$ cat config.mk
export PLATFORM = sky130hd
export DESIGN_NAME = movement_sequencer_flat
export DESIGN_NICKNAME = d
export VERILOG_FILES = /design/src/rtl/movement_sequencer_if.sv /design/src/rtl/movement_sequencer.sv /design/src/flat_wrapper.sv
export SDC_FILE = /design/constraint.sdc
export NUM_CORES = 1
export LEC_CHECK = 0
export BUFFER_PORTS_ARGS = -buffer_cell sky130_fd_sc_hd__buf_2
export CAP_MARGIN = 20
export CORE_AREA = 10 10 73 75
export CTS_CLUSTER_DIAMETER = 120
export CTS_CLUSTER_SIZE = 20
export DETAILED_ROUTE_END_ITERATION = 7
export DIE_AREA = 0 0 83 85
export PLACE_DENSITY_LB_ADDON = 0.05
export SYNTH_ARGS = -nofsm -noshare
export SYNTH_HDL_FRONTEND = slang
export SYNTH_SLANG_ARGS = --single-unit
$ cat constraint.sdc
create_clock -name clk -period 3.2 [get_ports clk]
set_clock_uncertainty 0.15 [all_clocks]
set_input_delay 0.32 -clock clk [delete_from_list [all_inputs] [get_ports clk]]
set_output_delay 0.32 -clock clk [all_outputs]
set_load 0.02 [all_outputs]
$ cat src/rtl/movement_sequencer_if.sv
// Datapath-facing bundle of the movement sequencer: control code and PorB select out,
// datapath done/respawn flags and bird position in.
interface movement_sequencer_if;
  logic       enable;
  logic       leave;
  logic [7:0] xb;
  logic [7:0] yb;
  logic [3:0] control;
  logic       PorB;

  modport master (output control, output PorB, input enable, input leave, input xb, input yb);
  modport slave  (input control, input PorB, output enable, output leave, output xb, output yb);
endinterface

$ cat src/rtl/movement_sequencer.sv
// Per-frame scheduler sharing one pixel datapath between crosshair and bird; owns bird behaviour.
// Optional WATCHDOG_EN: per-visit CLEAR/DRAW timeout that forces advance and sets sticky wd_err.
module movement_sequencer #(
  parameter int unsigned ESCAPE_FRAMES = 600,
  parameter int unsigned BIRD_STEPS    = 1,
  parameter int unsigned WD_CYCLES     = 64
) (
  input  logic                 clk,
  input  logic                 reset_n,
  input  logic                 frame_tick,
  input  logic                 btn_left,
  input  logic                 btn_right,
  input  logic                 btn_down,
  input  logic                 btn_up,
  input  logic                 shot,
  movement_sequencer_if.master dp,
  output logic                 fly,
  output logic                 fall,
  output logic                 frame_busy,
`ifdef WATCHDOG_EN
  output logic                 wd_err,
`endif
  output logic                 overrun
);

  localparam int unsigned ESC_W = $clog2(ESCAPE_FRAMES + 1);
  localparam int unsigned MV_W  = 4;

  localparam logic [3:0] CTL_HOLD  = 4'b0000;
  localparam logic [3:0] CTL_PRE   = 4'b0100;
  localparam logic [3:0] CTL_CLEAR = 4'b0001;
  localparam logic [3:0] CTL_LEFT  = 4'b0011;
  localparam logic [3:0] CTL_RIGHT = 4'b0010;
  localparam logic [3:0] CTL_DOWN  = 4'b0110;
  localparam logic [3:0] CTL_UP    = 4'b0111;
  localparam logic [3:0] CTL_DRAW  = 4'b0101;

  localparam logic [3:0] S_HOLD    = 4'd0;
  localparam logic [3:0] S_P_PRE   = 4'd1;
  localparam logic [3:0] S_P_CLEAR = 4'd2;
  localparam logic [3:0] S_P_MOVE  = 4'd3;
  localparam logic [3:0] S_P_DRAW  = 4'd4;
  localparam logic [3:0] S_B_PRE   = 4'd5;
  localparam logic [3:0] S_B_CLEAR = 4'd6;
  localparam logic [3:0] S_B_MOVE  = 4'd7;
  localparam logic [3:0] S_B_DRAW  = 4'd8;

  logic [3:0]       state_q, state_d;
  logic [3:0]       btn_q, btn_d;
  logic [MV_W-1:0]  mv_cnt_q, mv_cnt_d;
  logic [MV_W-1:0]  mv_len;
  logic [1:0]       mv_mode_q;
  logic             x_dir_q, y_dir_q;
  logic [ESC_W-1:0] esc_q;
  logic             first_q;
  logic [3:0]       mv_code, control_d;
  logic             porb_d;
  logic             enable_seen, visit_done;
  logic             normal;
  logic signed [7:0] yb_s;

  assign normal      = !fly && !fall;
  assign yb_s        = dp.yb;
  assign enable_seen = !first_q && dp.enable;
  assign mv_len      = (mv_mode_q == 2'b00) ? MV_W'(2 * BIRD_STEPS) : MV_W'(BIRD_STEPS);

  function automatic logic [3:0] btn_code(input logic [3:0] m);
    if (m[0]) return CTL_LEFT;
    if (m[1]) return CTL_RIGHT;
    if (m[2]) return CTL_DOWN;
    return CTL_UP;
  endfunction

  function automatic logic [3:0] lowest(input logic [3:0] m);
    return m & (~m + 4'd1);
  endfunction

  // mode is {fly, fall}; NORMAL alternates horizontal/vertical cycles
  function automatic logic [3:0] bird_code(input logic [1:0] mode, input logic xd,
                                           input logic yd, input logic [MV_W-1:0] idx);
    if (mode[0]) return CTL_DOWN;
    if (mode[1]) return CTL_UP;
    if (!idx[0]) return xd ? CTL_RIGHT : CTL_LEFT;
    return yd ? CTL_DOWN : CTL_UP;
  endfunction

`ifdef WATCHDOG_EN
  localparam int unsigned WD_W = $clog2(WD_CYCLES + 1);
  logic [WD_W-1:0] wd_cnt_q;
  logic            in_wait, wd_hit;

  assign in_wait    = state_q inside {S_P_CLEAR, S_P_DRAW, S_B_CLEAR, S_B_DRAW};
  assign wd_hit     = in_wait && !enable_seen && (wd_cnt_q == WD_W'(WD_CYCLES - 1));
  assign visit_done = enable_seen || wd_hit;

  // Cycle count within the current state visit; restarts on every state change
  always_ff @(posedge clk or negedge reset_n) begin : wd_regs
    if (!reset_n) begin
      wd_cnt_q <= '0;
      wd_err   <= 1'b0;
    end else begin
      wd_cnt_q <= (state_d != state_q) ? '0 : wd_cnt_q + WD_W'(1);
      if (wd_hit) wd_err <= 1'b1;
    end
  end
`else
  assign visit_done = enable_seen;
`endif

  // Next state plus the control code / select for the state being entered
  always_comb begin : fsm_next
    state_d   = state_q;
    btn_d     = btn_q;
    mv_cnt_d  = mv_cnt_q;
    mv_code   = CTL_HOLD;
    control_d = CTL_HOLD;
    porb_d    = 1'b0;
    case (state_q)
      S_HOLD: if (frame_tick) begin
        state_d = S_P_PRE;
        btn_d   = {btn_up, btn_down, btn_right, btn_left};
      end
      S_P_PRE: state_d = S_P_CLEAR;
      S_P_CLEAR: if (visit_done) begin
        if (btn_q != 4'd0) begin
          state_d = S_P_MOVE;
          mv_code = btn_code(btn_q);
        end else begin
          state_d = S_P_DRAW;
        end
      end
      S_P_MOVE: begin
        btn_d = btn_q & ~lowest(btn_q);
        if (btn_d != 4'd0) mv_code = btn_code(btn_d);
        else               state_d = S_P_DRAW;
      end
      S_P_DRAW: if (visit_done) state_d = S_B_PRE;
      S_B_PRE:  state_d = S_B_CLEAR;
      S_B_CLEAR: if (visit_done) begin
        state_d  = S_B_MOVE;
        mv_cnt_d = '0;
        mv_code  = bird_code(mv_mode_q, x_dir_q, y_dir_q, MV_W'(0));
      end
      S_B_MOVE: begin
        if (mv_cnt_q + MV_W'(1) < mv_len) begin
          mv_cnt_d = mv_cnt_q + MV_W'(1);
          mv_code  = bird_code(mv_mode_q, x_dir_q, y_dir_q, mv_cnt_d);
        end else begin
          state_d = S_B_DRAW;
        end
      end
      S_B_DRAW: if (visit_done) state_d = S_HOLD;
      default:  state_d = S_HOLD;
    endcase

    case (state_d)
      S_P_PRE, S_B_PRE:     control_d = CTL_PRE;
      S_P_CLEAR, S_B_CLEAR: control_d = CTL_CLEAR;
      S_P_MOVE, S_B_MOVE:   control_d = mv_code;
      S_P_DRAW, S_B_DRAW:   control_d = CTL_DRAW;
      default:              control_d = CTL_HOLD;
    endcase
    porb_d = state_d inside {S_B_PRE, S_B_CLEAR, S_B_MOVE, S_B_DRAW};
  end

  always_ff @(posedge clk or negedge reset_n) begin : fsm_regs
    if (!reset_n) begin
      state_q    <= S_HOLD;
      btn_q      <= '0;
      mv_cnt_q   <= '0;
      first_q    <= 1'b1;
      dp.control <= CTL_HOLD;
      dp.PorB    <= 1'b0;
      frame_busy <= 1'b0;
      overrun    <= 1'b0;
    end else begin
      state_q    <= state_d;
      btn_q      <= btn_d;
      mv_cnt_q   <= mv_cnt_d;
      first_q    <= (state_d != state_q);
      dp.control <= control_d;
      dp.PorB    <= porb_d;
      frame_busy <= (state_d != S_HOLD);
      if (frame_tick && (state_q != S_HOLD)) overrun <= 1'b1;
    end
  end

  // Bird mode, bounce directions and escape timer; later assignments take priority
  always_ff @(posedge clk or negedge reset_n) begin : bird_regs
    if (!reset_n) begin
      x_dir_q   <= 1'b1;
      y_dir_q   <= 1'b0;
      esc_q     <= '0;
      fly       <= 1'b0;
      fall      <= 1'b0;
      mv_mode_q <= 2'b00;
    end else begin
      if (state_q == S_B_PRE) begin
        mv_mode_q <= {fly, fall};
        if (normal) begin
          if (dp.xb <= 8'd2)        x_dir_q <= 1'b1;
          else if (dp.xb >= 8'd158) x_dir_q <= 1'b0;
          if (yb_s <= 8'sd0)        y_dir_q <= 1'b1;
          else if (yb_s >= 8'sd117) y_dir_q <= 1'b0;
        end
      end
      if (normal && (state_q == S_B_DRAW) && (state_d == S_HOLD)) begin
        if (esc_q == ESC_W'(ESCAPE_FRAMES - 1)) begin
          fly   <= 1'b1;
          esc_q <= '0;
        end else begin
          esc_q <= esc_q + ESC_W'(1);
        end
      end
      if (normal && shot) begin
        fall  <= 1'b1;
        fly   <= 1'b0;
        esc_q <= '0;
      end
      if (dp.leave && (state_q == S_B_DRAW)) begin
        fly   <= 1'b0;
        fall  <= 1'b0;
        esc_q <= '0;
      end
    end
  end

endmodule

$ cat src/flat_wrapper.sv
// flat-port wrapper written by rule: the top's interface ports become plain ports
module movement_sequencer_flat 
#(
  parameter int unsigned ESCAPE_FRAMES = 600,
  parameter int unsigned BIRD_STEPS    = 1,
  parameter int unsigned WD_CYCLES     = 64
)
  (clk, reset_n, frame_tick, btn_left, btn_right, btn_down, btn_up, shot, fly, fall, frame_busy, overrun, dp_control, dp_PorB, dp_enable, dp_leave, dp_xb, dp_yb);
  movement_sequencer_if dp_i ();
  input  logic clk;
  input  logic reset_n;
  input  logic frame_tick;
  input  logic btn_left;
  input  logic btn_right;
  input  logic btn_down;
  input  logic btn_up;
  input  logic shot;
  output logic fly;
  output logic fall;
  output logic frame_busy;
  output logic overrun;
  output wire logic [$bits(dp_i.control)-1:0] dp_control;
  output wire logic [$bits(dp_i.PorB)-1:0] dp_PorB;
  input wire logic [$bits(dp_i.enable)-1:0] dp_enable;
  input wire logic [$bits(dp_i.leave)-1:0] dp_leave;
  input wire logic [$bits(dp_i.xb)-1:0] dp_xb;
  input wire logic [$bits(dp_i.yb)-1:0] dp_yb;
  assign dp_control = dp_i.control;
  assign dp_PorB = dp_i.PorB;
  assign dp_i.enable = dp_enable;
  assign dp_i.leave = dp_leave;
  assign dp_i.xb = dp_xb;
  assign dp_i.yb = dp_yb;
  movement_sequencer #(.ESCAPE_FRAMES(ESCAPE_FRAMES), .BIRD_STEPS(BIRD_STEPS), .WD_CYCLES(WD_CYCLES)) u_core (.clk(clk), .reset_n(reset_n), .frame_tick(frame_tick), .btn_left(btn_left), .btn_right(btn_right), .btn_down(btn_down), .btn_up(btn_up), .shot(shot), .dp(dp_i), .fly(fly), .fall(fall), .frame_busy(frame_busy), .overrun(overrun));
endmodule
### Yosys cells after proc, flatten, opt, wreduce, memory -nomap -nowiden

Index checks and enable logic that the tools add are counted.
W data, S select, Z words.

| cells by class | value |
|---|---|
| add/subtract/negate cells | 3 |
| $lt $le $gt $ge | 5 |
| eq/ne operators | 21 |
| multiplexer cells | 107 |
| bitwise operators | 4 |
| reduce and logical (&&, ||, !) cells | 34 |

Operators with widths:

| operator | count |
|---|---|
| $mux W4 | 36 |
| $mux W1 | 60 |
| $mux W10 | 4 |
| $pmux W4 S9 | 1 |
| $eq A4 B3 Y1 const B | 8 |
| $pmux W4 S4 | 2 |
| $reduce_bool A4 Y1 | 5 |
| $eq A4 B2 Y1 const B | 4 |
| $ge A8 B8 Y1 const B | 2 |
| $pmux W4 S2 | 2 |
| $add A10 B1 Y10 const B | 1 |
| $eq A10 B10 Y1 const B | 1 |
| $reduce_bool A2 Y1 | 5 |
| $reduce_and A3 Y1 | 3 |
| $add A4 B1 Y4 const B | 2 |
| $and A4 B4 Y4 | 2 |
| $eq A4 B1 Y1 const B | 2 |
| $eq A4 B4 Y1 const B | 2 |
| $le A8 B1 Y1 const B | 1 |
| $le A8 B2 Y1 const B | 1 |
| $logic_not A4 Y1 | 2 |
| $not A4 Y4 | 2 |
| $reduce_or A2 Y1 | 4 |
| $logic_and A1 B1 Y1 | 7 |
| other kinds (10) | 15 |

| storage, ports and cells | value |
|---|---|
| register bits after elaboration | 36 |
| input bits | 26 |
| output and inout bits | 9 |
| logic and storage cells | 188 |

### Depth between registers and ports, before layout

| logic depth | value |
|---|---|
| depth in word-level cells | 21 |
| gate-level depth with buffers | 8 |
| mapped depth without buffers | 8 |

### Least setup slack after synthesis

OpenSTA, ideal clock, no wires.

| timing | value |
|---|---|
| kind | register to register |
| from | register u_core.mv_cnt_q[0] |
| to | register u_core.dp.control[0] |
| library setup time | 87 ps |
| data arrival time | 2159 ps |
| required time | 2963 ps |
| slack | 804 ps |
| cell stages (with the launch flop) | 8 |
| path buffers | 0 |
| period minus slack after synthesis | 2396 ps |
| cells stage by stage | dfrtp_1 > ha_1 > ha_1 > a211oi_1 > a21oi_1 > or4_4 > a21o_1 > o211ai_1 |

| between the ends | value |
|---|---|
| longest elaborated chain between the ends | 12 |
| elaborated cells between the ends (all ways) | 28 |
| those cells by class | add/sub (1); order compare (1); eq/ne (8); mux (14); reduce/logical (4) |

RTL lines:

| element | line | RTL |
|---|---|---|
| from (decl) | movement_sequencer.sv:50 | `logic [MV_W-1:0] mv_cnt_q, mv_cnt_d;` |
| from (signal assigned) | movement_sequencer.sv:179 | `mv_cnt_q <= mv_cnt_d;` |
| $add A4 B1 Y4 * | movement_sequencer.sv:145, movement_sequencer.sv:146 |  |
| $mux W1 (2 in series) | movement_sequencer.sv:83 | `if (!idx[0]) return xd ? CTL_RIGHT : CTL_LEFT;` |
| $mux W1 | movement_sequencer.sv:82 | `if (mode[1]) return CTL_UP;` |
| $mux W1 | movement_sequencer.sv:145 | `if (mv_cnt_q + MV_W'(1) < mv_len) begin` |
| $mux W1 | movement_sequencer.sv:118 | `case (state_q)` |
| $mux W4 | movement_sequencer.sv:84 | `return yd ? CTL_DOWN : CTL_UP;` |
| $mux W4 | movement_sequencer.sv:83 |  |
| $mux W4 | movement_sequencer.sv:82 |  |
| $mux W4 | movement_sequencer.sv:145 |  |
| $pmux W4 S4 | movement_sequencer.sv:118 |  |
| $pmux W4 S4 * | movement_sequencer.sv:156 | `case (state_d)` |
| net u_core.control_d[0] | movement_sequencer.sv:56 | `logic [3:0] mv_code, control_d;` |
| to (signal assigned) | movement_sequencer.sv:181 | `dp.control <= control_d;` |
| to (decl) | movement_sequencer_if.sv:11 | `modport master (output control, output PorB, input enable, input leave, input xb, input yb);` |

The timed path passes the listed nets; every way through them passes the cells marked *. The select of a mux whose other input is x is not followed.
A chain may end at the register's enable or synchronous reset.

### Final worst setup path

Ends and elaborated chain as after synthesis.

==> flow_metrics.tcl <==
set metrics [dict create \
    start_util_pct 53.6 \
    p_sw_share_pct 40.8 \
    grt_util_met1_pct 16.3 \
    clkSinkCount 35 \
    p_sw_w 0.000719 \
    fin_setup_tns_ns 0 \
    slew_violations 0 \
    p_leak_nw 1.01 \
    intPower_w 0.00104 \
    fin_nets 298 \
    fp.coreArea_um2 3910 \
    numPortBuffers 33 \
    gp_congestion 0.847 \
    routed_wl_um 4980 \
    finalInstanceArea_um2 2380 \
    grt_pass1_wl_um 8380 \
    syn_nets 263 \
    via_count 1931 \
    synth_simple_gate_area_share_pct 26.0 \
    yosysWarnings 0 \
    synth_edf_count 0 \
    ys_types 56 \
    worst-path-max-fanout 8 \
    worst-slew-pin-transition_ns 0.758 \
    cp-end-kind "flip-flop" \
    grt_pass1_vias 1842 \
    cts_setup_buffers 0 \
    viasPerCell 6.05 \
    synth_xor_area_share_pct 1.25 \
    ys.flop_type "dfrtp_1" \
    layout-drive-gt1-share_pct 20.4 \
    vdd_drop_max_uv 296 \
    ys_seq_elements 35 \
    p_clk_share_pct 16.5 \
    yosys-top-cells-area "dfrtp_1, nand2_1, o21ai_0" \
    worstPathArrival_ns 2.69 \
    maxSlewHeadroom_pct 49.5 \
    setup_violations 0 \
    grt.total_usage_pct 13.9 \
    dr.pass1.iters 4 \
    hold_violations 0 \
    synth_area_leader_cell "dfrtp_1" \
    ant_nets 0 \
    grt-busiest-layer "met2" \
    min_period_over_period_pct 82.9 \
    placed_area_um2 2300 \
    synthMuxAreaShare_pct 1.07 \
    synthCells 234 \
    max_freq_mhz 377 \
    drc_errors 0 \
    hp-class "in2reg" \
    ctsRootBufferMaster "clkbuf_8" \
    overflow 0 \
    p_per_area_nw_per_um2 740 \
    io_pins 35 \
    cts_tree "done" \
    synthAdderAreaFrac_pct 2.26 \
    path_class "reg2reg" \
    synth_top_family_by_area "simple AND/OR/NAND/NOR gates" \
    synth_seq_area_share_pct 41.8 \
    met2_usage_pct 22.5 \
    synth.avg_cell_area_um2 8.97 \
    drt-wirelength-per-cell_um 15.6 \
    synth_compound_area_share_pct 24.0 \
    async_reset_ff_share_pct 100 \
    clk_latency_ns 0.28 \
    dr.first_iter.drc_count 151 \
    synth_area_um2 2100 \
    cts_max_path_buffers 2 \
    grt_use_met3_pct 4.21 \
    diodes 0 \
    dieArea_um2 7060 \
    die_x_um 83 \
    max-cap-violations 0 \
    placementRows 23 \
    status "completed" \
    hpwl_um 3770 \
    rsz0062_at_grt "no" \
    numCtsBuffers 5 \
    worst-endpoint-required_ns 3.23 \
    power.share.combinational_pct 44.8 \
    htreeDepth 2 \
    area_growth_pct 13.5 \
    grt_max_degree 36 \
    start_kind "flip-flop" \
    fillers 387 \
    die_height_um 85 \
    synth_top_area_share_pct 39.3 \
    sequentialPowerShare_pct 38.6 \
    antenna_found_initial 0 \
    clkTransAtPathRegs_ns 0.06 \
    final.min_clock_period_ns 2.65 \
]
[final cells by class]
| cell class | instances | area [µm²] | area share [%] |
|---|---|---|---|
| Clock buffer | 7 | 76.3 | 3.20 |
| Inverter | 5 | 18.8 | 0.787 |
| Multi-Input combinational cell | 185 | 1150 | 48.2 |
| Sequential cell | 35 | 878 | 36.9 |
| Tap cell | 50 | 62.6 | 2.62 |
| Timing Repair Buffer | 37 | 198 | 8.29 |
[placed cells by master (no fill, tap or decap), types with 2 or more instances in the layout]
master,Yosys,layout
a21o_1,2,2
buf_2,6,33
dfrtp_1,33,33
or3_1,3,3
dfstp_2,2,2
o22a_1,2,2
and2_1,3,3
nand4b_1,2,2
nand3_1,14,14
a21o_2,2,2
ha_1,3,3
nor4_1,2,2
a22oi_1,2,2
nor2b_1,6,6
o21ai_0,17,17
clkbuf_8,0,5
xnor2_1,2,2
inv_1,5,5
nand2b_1,8,8
a31oi_1,3,3
o211ai_1,6,6
nor3_1,5,5
nand4_1,6,6
buf_4,1,3
a22o_1,5,5
nor2_1,16,16
mux2_2,2,2
o31ai_1,5,5
clkbuf_1,1,2
a21oi_1,12,12
o21a_1,3,3
nand2_1,25,25
a211oi_1,2,2
or4_4,2,2
and3_1,4,4
[power by group through the flow]
| stage | sequential (W) | combinational (W) | clock, W |
|---|---|---|---|
| global route | 0.000697 | 0.000875 | 0.000317 |
| detailed placement | 0.000685 | 0.000791 | 0 |
| CTS | 0.000679 | 0.000791 | 0.000302 |
| global placement | 0.000682 | 0.000770 | 0 |
| finish | 0.000682 | 0.000790 | 0.000292 |
| floorplan | 0.000639 | 0.000646 | 0 |
[cells in the mapped netlist (all sizes together), types with 2 or more instances]
master and number:
a211oi 2, a21o 4, a21oi 12, a22o 5, a22oi 2, a31oi 3, and2 3, and3 4
buf 8, dfrtp 33, dfstp 2, ha 3, inv 5, mux2 2, nand2 25, nand2b 8
nand3 14, nand4 6, nand4b 2, nor2 16, nor2b 6, nor3 5, nor4 2, o211ai 6
o21a 3, o21ai 18, o22a 2, o31ai 6, or3 3, or4 2, xnor2 2
[registers in the layout, indices dropped and copies added, names as in the netlist, 2 cells and up]
name and count:
u_core.btn_q 4, u_core.esc_q 10, u_core.mv_mode_q 2, u_core.mv_cnt_q 4, u_core.state_q 4, u_core.dp.control 3
[per-layer routing]
layer | up-vias | share of wire (%)
li1 | 946 | -
met1 | 903 | 44
met2 | 70 | 48
met3 | 12 | 6.3
met4 | 0 | 2.2
met5 | - | 0
[per-stage QoR]
| stage | hold slack [ns] | util, % | cells | total power, W | setup WS, ns |
|---|---|---|---|---|---|
| 6_report | 0.0884 | 60.9 | 319 | 0.00176 | 0.548 |
| 3_3_place_gp | 0.283 | 58.7 | 311 | 0.00145 | 0.677 |
| 3_5_place_dp | 0.291 | 58.7 | 311 | 0.00148 | 0.555 |
| 5_1_grt | 0.0936 | 60.9 | 319 | 0.00189 | 0.426 |
| 2_1_floorplan | -0.126 | - | 234 | 0.00128 | 0.804 |
| 4_1_cts | 0.0822 | 60.9 | 319 | 0.00177 | 0.563 |
[worst max-delay path, cell delays in order (launching register included)]
cell and delay (ns):
dfrtp_1 0.44, ha_1 0.35, ha_1 0.32, a211oi_1 0.42, nand2_1 0.16, o22a_1 0.31
o22a_1 0.23, o211ai_1 0.18
[final timing paths]
kind                       slack (ns)                from  cells past startpoint                    to
min in group asynchronous        0.49             reset_n                      2  u_core.dp.control[1]
max                              0.55  u_core.mv_cnt_q[0]                      7  u_core.dp.control[0]
max reg2reg                      0.55  u_core.mv_cnt_q[0]                      7  u_core.dp.control[0]
min                              0.09            dp_leave                      2           u_core.fall
min reg2reg                      0.30      u_core.overrun                      1        u_core.overrun
max in group asynchronous        1.92             reset_n                      2   u_core.mv_mode_q[1]
[logic make-up after synthesis]
logic type / count (synthesis)
buf+inv: 14
other cells: 1
simple gates: 102
fa+ha+maj: 4
compound gates: 73
flops: 35
mux: 2
xor+xnor: 3
[repair_timing]
item                      4_1_cts  5_1_grt
hold buffers                    1        0
gates resized for setup         0        0
hold endpoints to repair       33        0
Note: power is estimated with default switching activity, not from simulation.
